==> config.mk <==
export PLATFORM = sky130hd
export DESIGN_NAME = piso_serializer
export DESIGN_NICKNAME = d
export VERILOG_FILES = /design/src/rtl/piso_serializer.sv
export SDC_FILE = /design/constraint.sdc
export NUM_CORES = 1
export LEC_CHECK = 0
export BUFFER_PORTS_ARGS = -buffer_cell sky130_fd_sc_hd__buf_4
export CORE_AREA = 4 4 41 43
export DETAILED_ROUTE_END_ITERATION = 7
export DIE_AREA = 0 0 45 47
export GPL_ROUTABILITY_DRIVEN = 0
export SETUP_SLACK_MARGIN = 0.1
export SYNTH_ARGS = -nofsm -noshare
export SYNTH_HDL_FRONTEND = slang
export SYNTH_SLANG_ARGS = --single-unit
==> constraint.sdc <==
create_clock -name clk -period 1.5 [get_ports clk]
set_clock_uncertainty 0.05 [all_clocks]
set_input_delay 0.3 -clock clk [delete_from_list [all_inputs] [get_ports clk]]
set_output_delay 0.3 -clock clk [all_outputs]
set_load 0.02 [all_outputs]
==> src/rtl/piso_serializer.sv <==
// piso_serializer: parallel-in serial-out stage feeding a WIDTH-deep SIPO.
// Takes one WIDTH-bit word per valid/ready handshake and shifts it out LSB
// first on sd, one bit per clock, with sd_valid marking data cycles.
// Build option: define PARITY_EN to add an even-parity cycle after each word
// (adds the par_valid output port and a PARITY state).
module piso_serializer #(
    parameter int WIDTH = 4
) (
    input  logic             clk,
    input  logic             reset_n,
    input  logic [WIDTH-1:0] din,
    input  logic             din_valid,
    output logic             din_ready,
    output logic             sd,
    output logic             sd_valid,
    output logic             busy,
    output logic             done,
`ifdef PARITY_EN
    output logic             par_valid,
`endif
    output logic [1:0]       state_dbg
);

    localparam int CW = $clog2(WIDTH + 1);

    // Handshake: a word is accepted on a rising edge where din_valid and
    // din_ready are both high. din_ready depends only on registered state,
    // never on din_valid. A producer that raises din_valid must hold din and
    // din_valid steady until the accept edge; din is ignored at other times.

`ifdef PARITY_EN
    typedef enum logic [1:0] {
        IDLE   = 2'd0,
        SHIFT  = 2'd1,
        PARITY = 2'd2
    } state_t;
`else
    typedef enum logic [1:0] {
        IDLE  = 2'd0,
        SHIFT = 2'd1
    } state_t;
`endif

    state_t          state;
    state_t          state_n;
    logic [WIDTH-1:0] shreg;
    logic [CW-1:0]   cnt;
    logic            last_bit;
    logic            accept;
`ifdef PARITY_EN
    logic            par_bit;
`endif

    assign last_bit = (state == SHIFT) && (cnt == CW'(WIDTH - 1));

`ifdef PARITY_EN
    // With parity, the next word may only start after the parity cycle.
    assign din_ready = (state == IDLE) || (state == PARITY);
`else
    // Without parity, accepting on the last data bit gives zero-bubble words.
    assign din_ready = (state == IDLE) || last_bit;
`endif

    assign accept    = din_valid && din_ready;
    assign sd_valid  = (state == SHIFT);
    assign busy      = (state != IDLE);
    assign state_dbg = state;

`ifdef PARITY_EN
    assign par_valid = (state == PARITY);
    // sd comes from registers only: the shift LSB, or the latched parity bit.
    assign sd        = (state == PARITY) ? par_bit : shreg[0];
`else
    // sd comes straight from the shift register LSB.
    assign sd        = shreg[0];
`endif

    // State register.
    always_ff @(posedge clk or negedge reset_n) begin
        if (!reset_n) begin
            state <= IDLE;
        end else begin
            state <= state_n;
        end
    end

    // Next-state logic: reload on accept, leave SHIFT after the last bit.
    always_comb begin
        state_n = state;
        case (state)
            IDLE: begin
                if (accept) begin
                    state_n = SHIFT;
                end
            end
            SHIFT: begin
                if (last_bit) begin
`ifdef PARITY_EN
                    state_n = PARITY;
`else
                    state_n = accept ? SHIFT : IDLE;
`endif
                end
            end
`ifdef PARITY_EN
            PARITY: begin
                state_n = accept ? SHIFT : IDLE;
            end
`endif
            default: begin
                state_n = IDLE;
            end
        endcase
    end

    // Datapath: load on accept, otherwise shift right while in SHIFT.
    // cnt returns to 0 after the last bit so it never leaves 0..WIDTH-1.
    always_ff @(posedge clk or negedge reset_n) begin
        if (!reset_n) begin
            shreg <= '0;
            cnt   <= '0;
        end else if (accept) begin
            shreg <= din;
            cnt   <= '0;
        end else if (state == SHIFT) begin
            shreg <= shreg >> 1;
            cnt   <= last_bit ? '0 : cnt + CW'(1);
        end
    end

    // done: one cycle after the last data bit, when the SIPO holds the word.
    always_ff @(posedge clk or negedge reset_n) begin
        if (!reset_n) begin
            done <= 1'b0;
        end else begin
            done <= last_bit;
        end
    end

`ifdef PARITY_EN
    // Even parity of the accepted word, held for the parity cycle.
    always_ff @(posedge clk or negedge reset_n) begin
        if (!reset_n) begin
            par_bit <= 1'b0;
        end else if (accept) begin
            par_bit <= ^din;
        end
    end
`endif

endmodule
==> results of run 1 <==
-- placed cells by master, fill, tap and decap left out, types with 2 or more instances in the layout --
master,netlist,routed
buf_4,3,20
dfrtp_1,9,9
nand2_1,7,7
clkbuf_4,0,3
nor2_1,2,2
o211ai_1,2,2
o21ai_0,2,2
mux2i_1,2,2
nand4b_1,2,2
o311a_1,2,2
buf_6,0,2
-- cell usage after synthesis --
cell | count | area, um^2
a21oi_1 | 1 | 5.00
a22o_2 | 1 | 10.0
a32o_2 | 1 | 11.3
and2_4 | 1 | 8.76
buf_4 | 3 | 22.5
buf_8 | 1 | 15.0
conb_1 | 1 | 3.75
dfrtp_1 | 9 | 225
ha_1 | 1 | 12.5
inv_1 | 1 | 3.75
inv_4 | 1 | 6.26
mux2i_1 | 2 | 20.0
nand2_1 | 7 | 26.3
nand2b_4 | 1 | 13.8
nand4b_1 | 2 | 17.5
nor2_1 | 2 | 7.51
o211ai_1 | 2 | 15.0
o21ai_0 | 2 | 10.0
o311a_1 | 2 | 20.0
-- worst max path at each step --
stage	startpoint	endpoint	slack (ps)
after floorplan	cnt[0]	shreg[3]	160
after global placement	cnt[0]	din_ready	30
after CTS	cnt[1]	din_ready	-80
after global routing	cnt[1]	din_ready	-140
final	cnt[0]	din_ready	-80
after detailed placement	cnt[0]	din_ready	40
-- cells by family (layout without fill, tap and decap cells) --
| group | Yosys count | after routing | share of synthesized area |
|---|---|---|---|
| other | 1 | 1 | 0.00826 |
| flip-flops | 9 | 9 | 0.496 |
| AND/OR/NAND/NOR | 13 | 13 | 0.163 |
| adder cells (fa/ha/maj) | 1 | 1 | 0.0275 |
| multiplexers | 2 | 2 | 0.0441 |
| buffers and inverters | 6 | 29 | 0.105 |
| AO/OA/AOI/OAI | 9 | 9 | 0.157 |
-- area by class of cell --
type	instances	area [um^2]	area share
multi-input combinational	26	194	0.295
timing repair buffer	23	183	0.278
clock buffer	4	26.3	0.0400
tap	15	18.8	0.0286
sequential	9	225	0.343
inverter	2	10.0	0.0152
-- power by group through the flow --
stage	registers [mW]	logic [mW]	clock network (mW)
floorplan	0.425	0.369	0
global placement	0.389	0.551	0
detailed placement	0.392	0.555	0
CTS	0.385	0.673	0.192
global route	0.414	0.836	0.210
finish	0.399	0.758	0.185
-- stage by stage --
stage	total power, mW	setup slack, ps	utilization	std cells
final	1.34	-77.8	0.505	79
after global routing	1.46	-138	0.505	79
after CTS	1.25	-83.5	0.477	76
after detailed placement	0.946	36.1	0.415	66
after global placement	0.940	34.4	0.415	66
after floorplan	0.794	159	-	41
-- per-layer routing --
metal | track usage | wire, um | vias up | part of all wire
li1 | - | - | 187 | -
met1 | 0.116 | 404 | 171 | 0.42
met2 | 0.147 | 466 | 9 | 0.48
met3 | 0.0690 | 69 | 5 | 0.071
met4 | 0.0877 | 28 | 0 | 0.029
met5 | 0 | 0 | - | 0
-- registers in the layout, summed over array words and instances, names as in the netlist --
name,flops
cnt,3
done,1
shreg,4
state_dbg,1
-- worst max-delay path: cells and delay by family, from the launching register on --
| family | cells | cell delay, ps |
|---|---|---|
| flip-flops | 1 | 420 |
| AND/OR/NAND/NOR | 2 | 210 |
| buffers and inverters | 2 | 150 |
| adder cells (fa/ha/maj) | 1 | 190 |
-- what timing repair did --
item,4_1_cts,5_1_grt
hold buffers,1,0
pin swaps,2,3
setup buffers,5,3
endpoints found under the hold margin,9,0
setup endpoints to repair,1,4
gates resized for setup,2,2
==> impl_results.md, run 1 <==
* Startpoint type of the worst setup path: flip-flop
* Worst hold start: din[3]
* Die Ht at roughly 47 um
* DP HPWL at 646 um
* Final WS setup at -77.8 ps
* Syn Std Cell Area at approximately 450 um^2
* Switching part of the total at 0.356
* Logic pwr share at 0.564
* Mapped Cells at 41
* Clock Latency Late Sink at about 260 ps
* CTS buffer count at 3
* Pwr per Cell Area at 2040 mW/mm^2
* Hold Path Sink: shreg[3]
* Vias/cell at 4.71
* Die Footprint at between 0.002 and 0.0025 mm^2
* Clock-pin transition on the worst setup and hold timing paths at 60 ps
* Status: finished, violations left
* Crit path required time at 1150 ps
* Final hold violations at 0
* TritonRoute pass-1 iters at 2
* Layout cells sized above 1 at 0.484
* FF+latch count, synth at 9
* Area grow syn2layout at 44.6%
* Crit-path max cell delay at 420 ps
* Gr usage total at 0.107
* H-tree Lvls at 1
* Worst hold path type: input port to flip-flop
* Reg-to-reg endpoint: shreg[3]
* CTS tree: done
* Std-Cell Rows at 13
* Initial drt markers at 2
* Share of power burned in registers at 0.298
* DRC viols at 0
* Maximum VDD drop at around 0.00087 V
* Largest net degree at the start of global routing at 10
* P_int at roughly 860 uW
* Static leakage at approximately 0.33 nW
* Final instance area at around 660 um^2
* N_diodes at 0
* First-pass GRT wire length at 1440 um
* Worst setup EP type: primary output
* WL/cell at between 10 and 15 um
* Clk pwr share at 0.138
* I/O pin count at 14
* CP arrival at 1230 ps
* Number of global-route vias before repair at 338
* NetSw at 478 uW
* Initial antenna violation count at 0
* Max-cap check violation count at 0
* Reg2reg setup slack at 110 ps
* F_max at 634 MHz
* Syn Nets at slightly below 50
* CTS Sinks at 9
* Starting density of the core at 0.349
* Nets at 73
* Final ANT Viol Nets at 0
* Post-DP Area at 541 um^2
* Period utilisation layout at 1.05
* Port Buffers at 12
* Setup CP Type: flip-flop to primary output
* Routed via count at 372
* RSZ-0062 raised after global routing: yes
* # setup viols final at 1
* Hold depth at 2
* Setup TNS at -77.8 ps
* Wirelength, routed at 968 um
* Worst path cell trace: ha_4 -> nand2b_4 -> and2_4 -> inv_4 -> buf_6
* # fillers at ~120
* Die Wd at 45 um
* Worst hold slack at 249 ps
* Ys Warns at 0
* Failing checks: negative setup slack
* Count of different cell masters after synthesis at 19
* Final slew viol count at 0
* Root Buffer: clkbuf_4
* Mapped Avg Cell Area at around 11 um^2
* Clk buf depth at 2
* Largest fanout on the critical path at 2
* R2r worst-path depth at 6
* R2r startpoint: cnt[0]
* Core Box Area at 0.00130 mm^2
* Post-synthesis sequential area ratio at 0.496
* Critical path's slowest cell: dfrtp_1
* Final critical-path required period at 1580 ps
* Remaining global-route overflow at 0
No activity file was read; power rests on OpenSTA's default activity.
==> run 2: changes to the inputs <==
==> constraint.sdc (replaced) <==
create_clock -name clk -period 1.5 [get_ports clk]
set_clock_uncertainty 0.05 [all_clocks]
set_input_delay 0.075 -clock clk [delete_from_list [all_inputs] [get_ports clk]]
set_output_delay 0.075 -clock clk [all_outputs]
set_load 0.02 [all_outputs]
==> impl_results.md, run 2 (same netlist as run 1, synthesis figures left out) <==
* Initial antenna violation count at 0 (unchanged)
* Period utilisation layout at 0.916 (-0.136)
* Nets at 70 (-4.1%)
* Maximum VDD drop at 0.000755 V (-13%)
* Dpl ws at 106 ps (+69.8 ps)
* Final critical-path required period at 1370 ps (-203 ps)
* Setup TNS at 0 ps (+77.8 ps)
* CTS tree: done
* Initial drt markers at 11 (+9)
* Post-Layout Cell Count at 76 (-3.8%)
* Number of cells on the critical path at 5 (unchanged)
* Largest net degree at the start of global routing at 10 (unchanged)
* Die Footprint at 0.00212 mm^2 (unchanged)
* TritonRoute pass-1 iters at 4 (+2)
* Most frequent cells in the layout: 17 x buf_4, 9 x dfrtp_1, 7 x nand2_1
* Clock Latency Late Sink at 260 ps (about the same)
* Port Buffers at 12 (unchanged)
* Clock-pin transition on the worst setup and hold timing paths at 60 ps (about the same)
* Post-Route Utilization at 0.487 (-0.0183)
* Commonest non-fill, non-tap cell in the layout: buf_4
* I/O pin count at 14 (unchanged)
* Largest fanout on the critical path at 4 (+2)
* Number of global-route vias before repair at 308 (-8.9%)
* # fillers at 138 (+11%)
* Reg with most FFs: shreg
* Largest registers: shreg x4, cnt x3
* Cells after DPL at 65 (-1.5%)
* Crit path required time at 1590 ps (+440 ps)
* Worst hold path type: input port to flip-flop
* Static leakage at 0.315 nW (-4.8%)
* Reg-to-reg endpoint: shreg[2]
* Gr usage total at 0.0990 (-0.00824)
* RSZ-0062 raised after global routing: yes
* # setup viols final at 0 (-1)
* Remaining global-route overflow at 0 (unchanged)
* CTS Sinks at 9 (unchanged)
* Max-cap check violation count at 0 (unchanged)
* Final hold violations at 0 (unchanged)
* Hold depth at 2 (unchanged)
* Startpoint type of the worst setup path: flip-flop
* Worst path buffer plus inverter count at 1 (-1)
* Std-Cell Rows at 13 (unchanged)
* Starting density of the core at 0.349 (unchanged)
* Crit-path max cell delay at 400 ps (-20 ps)
* F_max at 728 MHz (+15%)
* Area grow syn2layout at 39.4%
* Final instance area at 633 um^2 (-3.6%)
* CP arrival at 1470 ps (+240 ps)
* WL/cell at 12.3 um (+0.62%)
* Crit path to: shreg[2]
* Overall Power at 1.26 mW (-6.0%)
* R2r startpoint: cnt[0]
* Status: completed
* DP HPWL at 655 um (+1.4%)
* Layout cells sized above 1 at 0.443 (-0.0418)
* R2r worst-path depth at 5 (-1)
* Core Box Area at 0.00130 mm^2 (unchanged)
* Clk buf depth at 2 (unchanged)
* Largest register FFs at 4 (unchanged)
* Die Wd at 45 um (unchanged)
* Reg2reg setup slack at 130 ps (+20 ps)
* Final WS setup at 126 ps (+203 ps)
* Routed via count at 363 (-2.4%)
* Worst setup EP type: flip-flop
* Pwr per Cell Area at 1990 mW/mm^2 (-2.5%)
* H-tree Lvls at 1 (unchanged)
* Die Ht at 47 um (unchanged)
* N_diodes at 0 (unchanged)
* Worst hold slack at 15.5 ps (-233 ps)
* Final ANT Viol Nets at 0 (unchanged)
* Critical path's slowest cell: dfrtp_1
* Wirelength, routed at 937 um (-3.2%)
* Post-DP Area at 533 um^2 (-1.4%)
* Worst path cell trace: ha_4 -> nand2b_4 -> and2_4 -> buf_4 -> o311a_1
* CTS buffer count at 3 (unchanged)
* Vias/cell at 4.78 (+1.4%)
* Crit path launch: cnt[0]
* Root Buffer: clkbuf_4
* DRC viols at 0 (unchanged)
* Delay-heaviest family, CP: flip-flops
* Final slew viol count at 0 (unchanged)
* Setup CP Type: flip-flop to flip-flop
* First-pass GRT wire length at 1350 um (-6.2%)
run 2: cell count changes in the layout (fill, tap and decap cells not counted):
cell	change
dlygate4sd3_1	+1
buf_4	-3
buf_6	-1
run 2: cell type report:
class | count | area (um^2) | area share
Timing Repair Buffer | 20 | 159 | 0.251
Tap cell | 15 | 18.8 | 0.0296
Multi-Input combinational cell | 26 | 194 | 0.306
Clock buffer | 4 | 26.3 | 0.0415
Inverter | 2 | 10.0 | 0.0158
Sequential cell | 9 | 225 | 0.356
run 2: worst register-to-register path, delay by kind of cell, from the launching register on:
| kind | cells | cell delay [ps] |
|---|---|---|
| compound gates | 1 | 280 |
| fa+ha+maj | 1 | 170 |
| buf+inv | 1 | 150 |
| flops | 1 | 400 |
| simple gates | 2 | 210 |
run 2: how the worst min path moves through the flow:
stage | startpoint | to | slack (ps)
2_1_floorplan | reset_n | cnt[0] | -270
3_3_place_gp | reset_n | cnt[2] | -140
3_5_place_dp | reset_n | state_dbg[0] | -140
4_1_cts | din[1] | shreg[1] | 10
5_1_grt | din[1] | shreg[1] | 10
6_report | din[1] | shreg[1] | 20
run 2: power breakdown:
group / internal, mW / total, mW / switching, mW
Sequential: 0.334 / 0.410 / 0.0760
Combinational: 0.367 / 0.661 / 0.294
Clock: 0.103 / 0.191 / 0.0879
run 2: repair_timing:
| action | in CTS | in global routing |
|---|---|---|
| resized for setup | 2 | 1 |
| buffers inserted | 3 | 2 |
| hold buffers | 1 | 1 |
| setup endpoints to repair | 1 | 4 |
| pin swaps | 1 | 0 |
| hold endpoints to repair | 9 | 1 |
run 2: per-layer routing:
metal  vias to the layer above  global-route usage  routed length, um
li1                        182                   -                  -
met1                       168               0.103                387
met2                        11               0.150                455
met3                         2              0.0690                 83
met4                         0              0.0526                 10
met5                         -                   0                  0
